## src/rtl/seq_datapath.sv

```systemverilog
// seq_datapath: multi-cycle register-file datapath.
// Each operation reads operand A, then operand B, runs the ALU and writes the
// result back. MOV and LDM skip the operand cycles and load C straight from
// the immediate or memory data.
module seq_datapath #(
  parameter  int WIDTH = 16,
  parameter  int NREG  = 8,
  localparam int RNW   = $clog2(NREG)
) (
  input  logic             i_clk,
  input  logic             i_reset,
  input  logic             i_op_valid,
  output logic             o_op_ready,
  input  logic [2:0]       i_op_code,
  input  logic [RNW-1:0]   i_rd,
  input  logic [RNW-1:0]   i_rn,
  input  logic [RNW-1:0]   i_rm,
  input  logic [1:0]       i_shift,
  input  logic             i_imm_sel,
  input  logic [WIDTH-1:0] i_imm,
  input  logic [WIDTH-1:0] i_mdata,
  output logic             o_done,
  output logic [WIDTH-1:0] o_result,
  output logic             o_N_out,
  output logic             o_V_out,
  output logic             o_Z_out
);

  typedef enum logic [2:0] {
    IDLE  = 3'd0,
    LOADA = 3'd1,
    LOADB = 3'd2,
    EXEC  = 3'd3,
    WB    = 3'd4
  } state_t;

  typedef enum logic [2:0] {
    OP_MOV  = 3'b000,
    OP_ADD  = 3'b001,
    OP_SUB  = 3'b010,
    OP_AND  = 3'b011,
    OP_NOT  = 3'b100,
    OP_CMP  = 3'b101,
    OP_LDM  = 3'b110,
    OP_MOVR = 3'b111
  } opcode_t;

  state_t           r_state;
  state_t           w_nextState;

  opcode_t          r_op;
  logic [RNW-1:0]   r_rd;
  logic [RNW-1:0]   r_rn;
  logic [RNW-1:0]   r_rm;
  logic [1:0]       r_shift;
  logic             r_immSel;
  logic [WIDTH-1:0] r_imm;

  logic [WIDTH-1:0] r_A;
  logic [WIDTH-1:0] r_B;
  logic [WIDTH-1:0] r_C;
  logic             r_N;
  logic             r_V;
  logic             r_Z;
  logic [WIDTH-1:0] r_regs [NREG];

  logic             w_accept;
  logic             w_direct;
  logic [WIDTH-1:0] w_bShift;
  logic [WIDTH-1:0] w_bop;
  logic [WIDTH-1:0] w_sum;
  logic [WIDTH-1:0] w_diff;
  logic [WIDTH-1:0] w_alu;
  logic             w_v;

  assign o_op_ready = (r_state == IDLE);
  assign o_done     = (r_state == WB);
  assign o_result   = r_C;
  assign o_N_out    = r_N;
  assign o_V_out    = r_V;
  assign o_Z_out    = r_Z;

  assign w_accept = i_op_valid && (r_state == IDLE);
  assign w_direct = (i_op_code == OP_MOV) || (i_op_code == OP_LDM);

  // State register; reset wins over any acceptance in the same cycle.
  always_ff @(posedge i_clk) begin
    if (i_reset) r_state <= IDLE;
    else         r_state <= w_nextState;
  end

  // Next-state logic: MOV/LDM jump straight to write-back, ALU ops walk all stages.
  always_comb begin
    w_nextState = r_state;
    unique case (r_state)
      IDLE:    if (i_op_valid) w_nextState = w_direct ? WB : LOADA;
      LOADA:   w_nextState = LOADB;
      LOADB:   w_nextState = EXEC;
      EXEC:    w_nextState = WB;
      WB:      w_nextState = IDLE;
      default: w_nextState = IDLE;
    endcase
  end

  // Capture the whole operation at acceptance so later input changes are harmless.
  always_ff @(posedge i_clk) begin
    if (i_reset) begin
      r_op     <= OP_MOV;
      r_rd     <= '0;
      r_rn     <= '0;
      r_rm     <= '0;
      r_shift  <= '0;
      r_immSel <= 1'b0;
      r_imm    <= '0;
    end else if (w_accept) begin
      r_op     <= opcode_t'(i_op_code);
      r_rd     <= i_rd;
      r_rn     <= i_rn;
      r_rm     <= i_rm;
      r_shift  <= i_shift;
      r_immSel <= i_imm_sel;
      r_imm    <= i_imm;
    end
  end

  // B-operand shifter and ALU with overflow detection.
  always_comb begin
    w_bShift = r_B;
    unique case (r_shift)
      2'b00: w_bShift = r_B;
      2'b01: w_bShift = {r_B[WIDTH-2:0], 1'b0};
      2'b10: w_bShift = {1'b0, r_B[WIDTH-1:1]};
      2'b11: w_bShift = {r_B[WIDTH-1], r_B[WIDTH-1:1]};
      default: w_bShift = r_B;
    endcase
    w_bop  = r_immSel ? r_imm : w_bShift;
    w_sum  = r_A + w_bop;
    w_diff = r_A - w_bop;
    w_alu  = '0;
    w_v    = 1'b0;
    unique case (r_op)
      OP_ADD: begin
        w_alu = w_sum;
        w_v   = (r_A[WIDTH-1] == w_bop[WIDTH-1]) && (w_sum[WIDTH-1] != r_A[WIDTH-1]);
      end
      OP_SUB, OP_CMP: begin
        w_alu = w_diff;
        w_v   = (r_A[WIDTH-1] != w_bop[WIDTH-1]) && (w_diff[WIDTH-1] != r_A[WIDTH-1]);
      end
      OP_AND:  w_alu = r_A & w_bop;
      OP_NOT:  w_alu = ~w_bop;
      OP_MOVR: w_alu = w_bop;
      default: w_alu = '0;
    endcase
  end

  // Operand, result and flag registers; each loads only in its own stage.
  always_ff @(posedge i_clk) begin
    if (i_reset) begin
      r_A <= '0;
      r_B <= '0;
      r_C <= '0;
      r_N <= 1'b0;
      r_V <= 1'b0;
      r_Z <= 1'b0;
    end else begin
      if (w_accept && (i_op_code == OP_MOV)) r_C <= i_imm;
      if (w_accept && (i_op_code == OP_LDM)) r_C <= i_mdata;
      if (r_state == LOADA) r_A <= r_regs[r_rn];
      if (r_state == LOADB) r_B <= r_regs[r_rm];
      if (r_state == EXEC) begin
        r_C <= w_alu;
        r_N <= w_alu[WIDTH-1];
        r_V <= w_v;
        r_Z <= (w_alu == '0);
      end
    end
  end

  // Register file: written from C on leaving WB, except for compares.
  always_ff @(posedge i_clk) begin
    if (i_reset) begin
      for (int i = 0; i < NREG; i++) r_regs[i] <= '0;
    end else if ((r_state == WB) && (r_op != OP_CMP)) begin
      r_regs[r_rd] <= r_C;
    end
  end

endmodule

```

## config.mk

```make
export PLATFORM = sky130hd
export DESIGN_NAME = seq_datapath
export DESIGN_NICKNAME = d
export VERILOG_FILES = /design/src/rtl/seq_datapath.sv
export SDC_FILE = /design/constraint.sdc
export NUM_CORES = 1
export LEC_CHECK = 0
export ABC_CLOCK_PERIOD_IN_PS = 7400
export CORE_MARGIN = 2
export CORE_UTILIZATION = 45
export CTS_CLUSTER_DIAMETER = 50
export CTS_CLUSTER_SIZE = 8
export DETAILED_ROUTE_END_ITERATION = 6
export GPL_ROUTABILITY_DRIVEN = 0
export PLACE_DENSITY_LB_ADDON = 0.2
export SETUP_SLACK_MARGIN = 0.3
export SYNTH_ARGS = -nofsm -noshare
export SYNTH_HDL_FRONTEND = slang
export SYNTH_SLANG_ARGS = --single-unit
```

## constraint.sdc

```tcl
create_clock -name i_clk -period 7.4 [get_ports i_clk]
set_clock_uncertainty 0.15 [all_clocks]
set_input_delay 1.48 -clock i_clk [delete_from_list [all_inputs] [get_ports i_clk]]
set_output_delay 1.48 -clock i_clk [all_outputs]
set_load 0.02 [all_outputs]
```

==> qor.txt, run 1 <==
========================================================================================
TritonCTS clock tree                                                                done
Adder and majority cell fraction of the synthesized area                           3.77%
Cts bufs inserted                                                                     31
Multi-input combinational cell area                                             6910 µm²
Fraction of post-synthesis cell area in the top cell type by area                  29.5%
Wire length per cell                                                             22.9 µm
Final Cycle Share                                                                  65.8%
Initial cell density of the core                                                   45.6%
Number of port buffers                                                                70
Count of unresolved DRC violations after routing                                       0
Most common library cells after synthesis                                   128 x edfxtp_1, 123 x and2_1, 107 x nand2_1
Worst path arrival time                                                          5230 ps
Total Nets Final                                                                   1,357
Kind of start point of the critical path                                       flip-flop
Sinks on the clock net                                                               213
XOR/XNOR share of the synthesized area                                            0.404%
Worst-margin pin slew                                                            1320 ps
Vertical die dimension                                                            174 µm
Ratio of cells with drive above 1 in the final layout                              13.9%
Setup repair after global routing missed its margin                                   no
Via-per-instance ratio                                                              5.92
Syn nets                                                                           1,317
Sequential area share after synthesis                                              42.6%
Min cycle time layout                                                            4870 ps
Highest fanout seen on the critical path                                              29
Clock-pin transition on the worst setup and hold timing paths                      50 ps
Proportion of synthesized flip-flops having asynchronous set or reset                 0%
Area of the placeable core                                                    28,500 µm²
Max Transition Viols Final                                                             0
Top_reg_cell synth                                                              edfxtp_1
Number of filler instances in the final layout                                     2,587
Hold Vio Cnt, Final                                                                    0
Initial detailed-routing violation count                                             827
Max IR drop VDD                                                                 0.209 mV
Critical Setup Path Class                                                   flip-flop to flip-flop
Leading area contributor after synthesis                                        edfxtp_1
Min Hold Slack                                                                    305 ps
Fmax                                                                             205 MHz
Via total after detailed routing                                                   9,917
PD cells                                                                      245 nW/µm²
Count of yosys warnings during synthesis                                               0
Dpl hpwl                                                                       27,100 µm
Cell with the most instances after synthesis                                    edfxtp_1
Biggest area contributors in the synthesized netlist                        edfxtp_1 30%, dfxtp_1 13%, mux4_2 11%, and2_1 5.9%, mux2i_1 5.4%
Share of synthesized area spent on multiplexers                                    16.7%
Area of the die                                                               30,300 µm²
Number of buffers between clock root and the deepest sink                              3
Library cells used by synthesis                                                       89
Maximum number of pins on one net before global-route repair                          52
Overall Power                                                                    3.65 mW
Number of top-level pins                                                              71
Accumulated negative setup slack                                                    0 ps
Worst hold path type                                                        flip-flop to flip-flop
Area Overhead vs Synth                                                             14.6%
Remaining global-route overflow                                                        0
Post-synth design cell area                                                   13,000 µm²
Endpoints failing setup                                                                0
Max-capacitance violation count                                                        0
Simple-gate share of the synthesized area                                          17.2%
Antenna violations before repair                                                       0
Status                                                                      finished clean
Max-slew headroom                                                                  11.9%
Mean instance size in the synthesized netlist                                   10.6 µm²
Post-CTS Repair Setup Buffers                                                          0
Gates resized, CTS repair                                                              0
Compound-gate portion of the synthesized area                                      14.8%
Wire length of the first global-routing pass                                   58,800 µm
Total wire length                                                              38,400 µm
Number of search-and-repair iterations in the first detailed-routing pass              4
Number of synthesized flops with an enable pin                                       128
Worst-skew pair later-pin latency                                                 570 ps
Critical Path End Type                                                         flip-flop
Chip width                                                                        174 µm
Instance count of the mapped netlist                                               1,229
Seq cells post-synth                                                                 213
Core Rows                                                                             62
Detail Route Antenna Nets                                                              0
Leakage power                                                                    5.23 nW
Combined flip-flop and latch cell area                                          5550 µm²
Root buf cell                                                                  clkbuf_16
Total track usage                                                                  25.3%
H-tree depth                                                                           1
Number of buffers inserted by hold repair at cts                                       0
Combinational family with the most area after synthesis                     simple AND/OR/NAND/NOR gates
Number of global-route vias before repair                                          9,727
Data required time of the critical path                                          7760 ps
========================================================================================
-- worst paths after layout --
path	from	to	slack (ps)	cells past startpoint
max	r_immSel	o_Z_out	2530	12
min	r_imm[14]	r_imm[14]	300	2
max reg2reg	r_immSel	o_Z_out	2530	12
min reg2reg	r_imm[14]	r_imm[14]	300	2
-- layer usage --
metal	GRT usage, %	part of all wire (%)	vias to the layer above
li1	-	-	4648
met1	34.3	43	4880
met2	43.5	49	336
met3	3.85	6.6	53
met4	4.76	1.7	0
met5	0	0	-
-- per-stage QoR --
stage / area [µm²] / instances / utilization, % / setup WS, ps
6_report: 14900 / 1676 / 52.2 / 2530
3_3_place_gp: 14000 / 1620 / 49.1 / 2700
2_1_floorplan: 13000 / 1229 / - / 3560
3_5_place_dp: 14000 / 1620 / 49.1 / 2600
5_1_grt: 14900 / 1675 / 52.2 / 2070
4_1_cts: 14900 / 1675 / 52.2 / 2570
-- flip-flops by register name, summed over array words and instances, names as in the netlist --
| name | flops |
|---|---|
| r_immSel | 1 |
| r_state | 3 |
| r_shift | 2 |
| r_regs | 128 |
| r_rn | 3 |
| o_Z_out | 1 |
| r_A | 16 |
| o_N_out | 1 |
| o_result | 16 |
| r_B | 16 |
| r_imm | 16 |
| r_op | 3 |
| r_rd | 3 |
| o_V_out | 1 |
| r_rm | 3 |
-- final cells by class --
class	count	area share, %
multi-input combinational	876	46.4
sequential	213	37.2
timing repair buffer	95	5.92
clock buffer	52	5.73
tap	384	3.22
inverter	52	1.31
clock inverter	3	0.218
antenna	1	0.0168
-- cell usage in the layout, fill, tap and decap left out, types with 25 or more instances in the layout --
master,n
nor2_1,87
and2_1,123
a21oi_1,80
inv_1,49
a211oi_1,44
mux2i_1,70
buf_4,25
mux4_2,64
edfxtp_1,128
ha_1,36
clkbuf_16,31
clkdlybuf4s50_1,69
dfxtp_1,83
nand2_1,107
-- kinds of logic after synthesis --
logic type | after synthesis
and+or+nand+nor | 433
adders and majority gates | 38
xor gates and xnor gates | 6
DFF | 213
muxes | 137
AOI/OAI and AO/OA | 262
buffers and inverters | 140
-- critical path: stages (launching register included) --
cell	delay [ps]
dfxtp_1	1080
and2b_1	340
a222oi_1	560
ha_1	500
a21o_1	240
a221oi_2	280
o221a_2	320
a21oi_1	80
or4b_1	570
a211oi_2	190
nand2_1	70
nor4_1	240
a32o_1	160
-- power by group --
part / internal, mW / leakage (nW) / switching, mW
combinational: 0.390 / 2.79 / 0.543
clock: 0.776 / 0.421 / 0.523
sequential: 1.33 / 2.02 / 0.0914
(Power assumes the default switching activity.)
==> run 2, diff against run 1 <==
--- a/config.mk
+++ b/config.mk
@@ -5,7 +5,7 @@
 export SDC_FILE = /design/constraint.sdc
 export NUM_CORES = 1
 export LEC_CHECK = 0
-export ABC_CLOCK_PERIOD_IN_PS = 7400
+export ABC_CLOCK_PERIOD_IN_PS = 4800
 export CORE_MARGIN = 2
 export CORE_UTILIZATION = 45
 export CTS_CLUSTER_DIAMETER = 50
==> constraint.sdc (replaced) <==
create_clock -name i_clk -period 4.8 [get_ports i_clk]
set_clock_uncertainty 0.15 [all_clocks]
set_input_delay 0.96 -clock i_clk [delete_from_list [all_inputs] [get_ports i_clk]]
set_output_delay 0.96 -clock i_clk [all_outputs]
set_load 0.02 [all_outputs]
==> qor.txt, run 2 (synthesis gave the netlist of run 1 again) <==
========================================================================================
Status                                                                      finished clean
Multi-input combinational cell area                                             6910 µm²   unchanged
Number of buffers between clock root and the deepest sink                              3   unchanged
Sum of buffers and inverters on the critical path                                      1   +1
Critical Path End Type                                                         flip-flop
Depth of the worst hold-timing path                                                    2   unchanged
Max Transition Viols Final                                                             0   unchanged
Via total after detailed routing                                                   9,904   -0.13%
Final Cycle Share                                                                  85.9%   +20 points
Maximum number of pins on one net before global-route repair                          50   -3.8%
Cts bufs inserted                                                                     34   +9.7%
Source of the worst register-to-register timing path                              r_B[0]
Wire length per cell                                                             22.6 µm   -1.5%
PD cells                                                                      391 nW/µm²   +60%
Number of flip-flops under the largest register name                                 128   unchanged
Endpoints failing setup                                                                0   unchanged
Post-CTS Repair Setup Buffers                                                          0   unchanged
Ratio of cells with drive above 1 in the final layout                              15.3%   +1.5 points
Critical Path Slowest Stage Cell                                                  or4b_1
Initial detailed-routing violation count                                             836   +1.1%
Worst path arrival time                                                          4420 ps   -810 ps
Post-layout instance area                                                     15,200 µm²   +1.8%
Clock-pin transition on the worst setup and hold timing paths                      50 ps   about the same
Family with the most delay on the worst path                                simple AND/OR/NAND/NOR gates
Core Rows                                                                             62   unchanged
Count of unresolved DRC violations after routing                                       0   unchanged
Worst-path cell chain                                                       or3b_2 > a21oi_1 > ha_1 > inv_1 > fa_1 > xnor2_1 > a221oi_1 > o21ai_0 > a31oi_1 > or4b_1 > nor4_1 > nand2_1 > nor4_1 > a32o_1
Area Overhead vs Synth                                                             16.7%
Area of the placeable core                                                    28,500 µm²   unchanged
Number of top-level pins                                                              71   unchanged
Number of filler instances in the final layout                                     2,593   +0.23%
H-tree depth                                                                           2   +1
Slowest Stage Delay on Critical Path                                              470 ps   -610 ps
Min cycle time layout                                                            4120 ps   -745 ps
Vertical die dimension                                                            174 µm   unchanged
Number of buffers inserted by hold repair at cts                                       0   unchanged
Overall Power                                                                    5.94 mW   +63%
Number of port buffers                                                                70   unchanged
Wire length of the first global-routing pass                                   59,100 µm   +0.42%
Most common cell after layout, fill and taps aside                              edfxtp_1
Total track usage                                                                  25.5%   +0.15 points
Final Non-Filler Cells                                                             1,694   +1.1%
Total Nets Final                                                                   1,376   +1.4%
Dpl hpwl                                                                       27,400 µm   +1.0%
Max-slew headroom                                                                  23.2%   +11 points
Min Hold Slack                                                                    308 ps   +2.99 ps
Root buf cell                                                                  clkbuf_16
Via-per-instance ratio                                                              5.85   -1.2%
Critical path startpoint                                                          r_B[0]
Fmax                                                                             242 MHz   +18%
Reg2reg end                                                                      o_Z_out
Area of the die                                                               30,300 µm²   unchanged
Antenna fix cells                                                                      0   -1
Antenna violations before repair                                                       0   unchanged
Chip width                                                                        174 µm   unchanged
Register with the most flip-flops                                                 r_regs
Max IR drop VDD                                                                 0.271 mV   +30%
Critical Setup Path Class                                                   flip-flop to flip-flop
Accumulated negative setup slack                                                    0 ps   unchanged
Setup repair after global routing missed its margin                                   no
Worst-skew pair later-pin latency                                                 510 ps   -60 ps
Placed Cells                                                                       1,636   +0.99%
Initial cell density of the core                                                   45.6%   unchanged
Origin of the worst min-delay path                                              r_imm[0]
Sinks on the clock net                                                               213   unchanged
Placed inst area                                                              14,100 µm²   +0.86%
Gates resized, CTS repair                                                              0   unchanged
Top library cells by usage in the layout, fill and taps aside               128 x edfxtp_1, 123 x and2_1, 107 x nand2_1, 87 x nor2_1, 83 x dfxtp_1
Worst Hold Path EP                                                              r_imm[0]
Leakage power                                                                    5.39 nW   +3.0%
TritonCTS clock tree                                                                done
Number of cell instances on the worst register-to-register path                       14   +2
Remaining global-route overflow                                                        0   unchanged
Total wire length                                                              38,200 µm   -0.46%
Number of search-and-repair iterations in the first detailed-routing pass              6   +2
Worst-margin pin slew                                                            1150 ps   -166 ps
Max-capacitance violation count                                                        0   unchanged
Most frequent cell on the critical path                                           nor4_1
Hold Vio Cnt, Final                                                                    0   unchanged
Kind of start point of the critical path                                       flip-flop
Setup slack of the most critical reg-to-reg path                                  680 ps   -1850 ps
Data required time of the critical path                                          5100 ps   -2660 ps
Worst hold path type                                                        flip-flop to flip-flop
Number of global-route vias before repair                                          9,920   +2.0%
Highest fanout seen on the critical path                                               4   -86%
Detail Route Antenna Nets                                                              0   unchanged
Combined flip-flop and latch cell area                                          5550 µm²   unchanged
========================================================================================
## run 2: cell types whose count changed in the layout (fill, tap and decap cells not counted)
cell,delta
clkbuf_1,-3
clkbuf_16,+3
diode_2,-1
bufinv_16,+2
clkinv_2,-1
clkinv_8,+1
buf_4,+16
clkbuf_8,+1
## run 2: metrics by stage
step,utilization [%],setup slack (ps)
after floorplan,-,961
after global placement,49.5,685
after detailed placement,49.5,681
after CTS,53.2,665
after global routing,53.2,360
final,53.2,676
## run 2: layout make-up
| cell class | instances | area share, % |
|---|---|---|
| inverter | 52 | 1.29 |
| tap | 384 | 3.17 |
| sequential | 213 | 36.6 |
| clock inverter | 5 | 0.684 |
| multi-input combinational | 876 | 45.6 |
| clock buffer | 53 | 6.14 |
| timing repair buffer | 111 | 6.61 |
## run 2: worst max path at each step
stage                     endpoint  slack (ps)  cells after the start
after floorplan            o_Z_out         960                     14
after global placement     o_Z_out         680                     14
after detailed placement   o_Z_out         680                     14
after CTS                  o_Z_out         670                     14
after global routing       o_Z_out         360                     14
final                      o_Z_out         680                     14
## run 2: metal layers
layer,track usage [%],share of wire (%)
met5,0,0
met4,6.83,2.5
met3,4.57,6.4
met2,43.0,48
met1,33.9,43
## run 2: worst register-to-register path: stages, from the launching register on
cell and delay, ps:
dfxtp_1 350, or3b_2 440, a21oi_1 350, ha_1 270, inv_1 70, fa_1 430, xnor2_1 150, a221oi_1 270
o21ai_0 110, a31oi_1 200, or4b_1 470, nor4_1 310, nand2_1 100, nor4_1 250, a32o_1 160
## run 2: report_power, final
part	total, mW	internal (mW)	switching [mW]
combinational	1.45	0.615	0.839
sequential	2.19	2.05	0.149
clock	2.29	1.44	0.844
total	5.94	4.10	1.83
==> run 3, diff against run 2 <==
--- a/config.mk
+++ b/config.mk
@@ -6,7 +6,6 @@
 export NUM_CORES = 1
 export LEC_CHECK = 0
 export ABC_CLOCK_PERIOD_IN_PS = 4800
-export CORE_MARGIN = 2
 export CORE_UTILIZATION = 45
 export CTS_CLUSTER_DIAMETER = 50
 export CTS_CLUSTER_SIZE = 8
==> qor.txt, run 3 (synthesis gave the netlist of run 1 again) <==
========================================================================================
H-tree depth                                                                           2   unchanged
Number of cell instances on the worst register-to-register path                       14   unchanged
Count of unresolved DRC violations after routing                                       0   unchanged
Part of the power in the clock network                                             37.6%   -0.9 points
Detail Route Antenna Nets                                                              0   unchanged
Area of the die                                                               29,600 µm²   -2.3%
Kind of start point of the critical path                                       flip-flop
Initial cell density of the core                                                   46.3%   +0.75 points
Met3 usage                                                                         4.55%   -0.016 points
Critical path startpoint                                                          r_B[0]
Total wire length                                                              38,200 µm   about the same
Worst setup path endpoint                                                        o_Z_out
Data required time of the critical path                                          5090 ps   about the same
Number of global-route vias before repair                                          9,937   +0.17%
Share of power burned in registers                                                 37.8%   +0.8 points
Post-layout instance area                                                     15,100 µm²   -0.55%
Root buf cell                                                                  clkbuf_16
Dpl hpwl                                                                       27,200 µm   -0.88%
Reg2reg end                                                                      o_Z_out
Antenna violations before repair                                                       0   unchanged
Most common cell after layout, fill and taps aside                              edfxtp_1
Critical Path End Type                                                         flip-flop
Hold Vio Cnt, Final                                                                    0   unchanged
PD cells                                                                      387 nW/µm²   -1.1%
Wire length of the first global-routing pass                                   58,900 µm   -0.35%
Cts bufs inserted                                                                     34   unchanged
Worst hold path type                                                        flip-flop to flip-flop
Wire length per cell                                                             22.6 µm   +0.41%
Via total after detailed routing                                                  10,100   +1.9%
Min cycle time layout                                                            4180 ps   +54.8 ps
Initial detailed-routing violation count                                           1,007   +20%
Total Nets Final                                                                   1,373   -0.22%
Critical Setup Path Class                                                   flip-flop to flip-flop
Total track usage                                                                  26.8%   +1.3 points
Global-route met2 utilization                                                      44.2%   +1.2 points
Number of search-and-repair iterations in the first detailed-routing pass              6   unchanged
Comb power frac                                                                    24.6%   about the same
Worst path arrival time                                                          4470 ps   +50 ps
Leakage power                                                                    5.35 nW   -0.74%
Number of buffers between clock root and the deepest sink                              3   unchanged
Internal power consumption                                                       4.01 mW   -2.2%
Worst-margin pin slew                                                            1190 ps   +35.0 ps
Global-route layer with the greatest usage                                          met2
TritonCTS clock tree                                                                done
Overall Power                                                                    5.84 mW   -1.7%
Placed inst area                                                              14,100 µm²   -0.35%
Number of top-level pins                                                              71   unchanged
Post-CTS Repair Setup Buffers                                                          0   unchanged
Sinks on the clock net                                                               213   unchanged
Chip width                                                                        172 µm   -1.1%
Highest fanout seen on the critical path                                               4   unchanged
Status                                                                      finished clean
Worst-skew pair later-pin latency                                                 510 ps   about the same
Clock-pin transition on the worst setup and hold timing paths                      50 ps   about the same
Post-placement worst setup slack                                                  671 ps   -10.0 ps
Setup repair after global routing missed its margin                                   no
Vertical die dimension                                                            172 µm   -1.1%
Placed Cells                                                                       1,627   -0.55%
Area Overhead vs Synth                                                             16.0%
Number of flip-flops under the largest register name                                 128   unchanged
Ratio of cells with drive above 1 in the final layout                              14.8%   -0.58 points
Area of the placeable core                                                    28,100 µm²   -1.6%
Max-capacitance violation count                                                        0   unchanged
Proportion of total power due to net switching                                     31.3%   +0.40 points
Fmax                                                                             239 MHz   -1.3%
Remaining global-route overflow                                                        0   unchanged
Top library cells by usage in the layout, fill and taps aside               128 x edfxtp_1, 123 x and2_1, 107 x nand2_1, 87 x nor2_1, 83 x dfxtp_1
Least setup slack across all paths after layout                                   621 ps   -54.8 ps
Max IR drop VDD                                                                 0.267 mV   -1.5%
Switching component of the power                                                 1.83 mW   -0.40%
Accumulated negative setup slack                                                    0 ps   unchanged
Final Cycle Share                                                                  87.1%   +1.1 points
Max Transition Viols Final                                                             0   unchanged
Max-slew headroom                                                                  20.7%   -2.5 points
Register with the most flip-flops                                                 r_regs
Setup slack of the most critical reg-to-reg path                                  620 ps   -50 ps
Maximum number of pins on one net before global-route repair                          81   +62%
Final Non-Filler Cells                                                             1,686   -0.47%
Gates resized, CTS repair                                                              0   unchanged
Number of buffers inserted by hold repair at cts                                       0   unchanged
Core Rows                                                                             61   -1.6%
Met1 track demand over resource                                                    35.6%   +1.7 points
Source of the worst register-to-register timing path                              r_B[0]
Number of port buffers                                                                70   unchanged
Via-per-instance ratio                                                              5.98   +2.3%
Endpoints failing setup                                                                0   unchanged
========================================================================================
==> run 3: changes by cell type in the layout (fill, tap and decap cells not counted), sizes merged <==
| cell | previous run | this run |
|---|---|---|
| buf | 42 | 39 |
| diode | 0 | 1 |
| bufinv | 2 | 0 |
| clkinv | 2 | 3 |
| clkbuf | 53 | 54 |
==> run 3: area by class of cell <==
type	instances	area, µm²
Antenna cell	1	2.50
Clock buffer	54	946
Clock inverter	4	52.6
Fill cell	2537	13000
Inverter	52	195
Multi-Input combinational cell	876	6890
Sequential cell	213	5550
Tap cell	378	473
Timing Repair Buffer	108	981
==> run 3: power by group through the flow <==
stage / clock network (mW) / logic (mW) / registers (mW)
6_report: 2.20 / 1.44 / 2.20
5_1_grt: 2.30 / 1.56 / 2.22
4_1_cts: 2.23 / 1.42 / 2.20
3_5_place_dp: 0 / 1.41 / 2.24
3_3_place_gp: 0 / 1.41 / 2.23
2_1_floorplan: 0 / 1.08 / 2.15
==> run 3: how the worst min path moves through the flow <==
stage | from | to | slack, ps | cells after the start
CTS | r_imm[14] | r_imm[14] | 300 | 2
global route | r_imm[3] | r_imm[3] | 320 | 2
detailed placement | r_imm[14] | r_imm[14] | 300 | 2
floorplan | r_imm[10] | r_imm[10] | 280 | 2
global placement | r_imm[14] | r_imm[14] | 290 | 2
finish | r_imm[14] | r_imm[14] | 300 | 2
==> run 3: layer usage <==
metal	part of all wire, %	up-vias
li1	-	4683
met1	42	4886
met2	47	441
met3	7.9	78
met4	2.9	0
met5	0	-
==> run 3: metrics by stage <==
stage / hold slack (ps) / util (%)
floorplan: 283 / -
global placement: 293 / 50.2
detailed placement: 299 / 50.2
CTS: 304 / 53.7
global route: 316 / 53.7
finish: 302 / 53.7
==> run 3: worst max-delay path, cell delays in order, from the launching register on <==
cell,delay [ps]
dfxtp_1,340
or3b_2,440
a21oi_1,360
ha_1,270
inv_1,70
fa_1,430
xnor2_1,150
a221oi_1,250
o21ai_0,100
a31oi_1,180
or4b_1,470
nor4_1,390
nand2_1,110
nor4_1,240
a32o_1,160
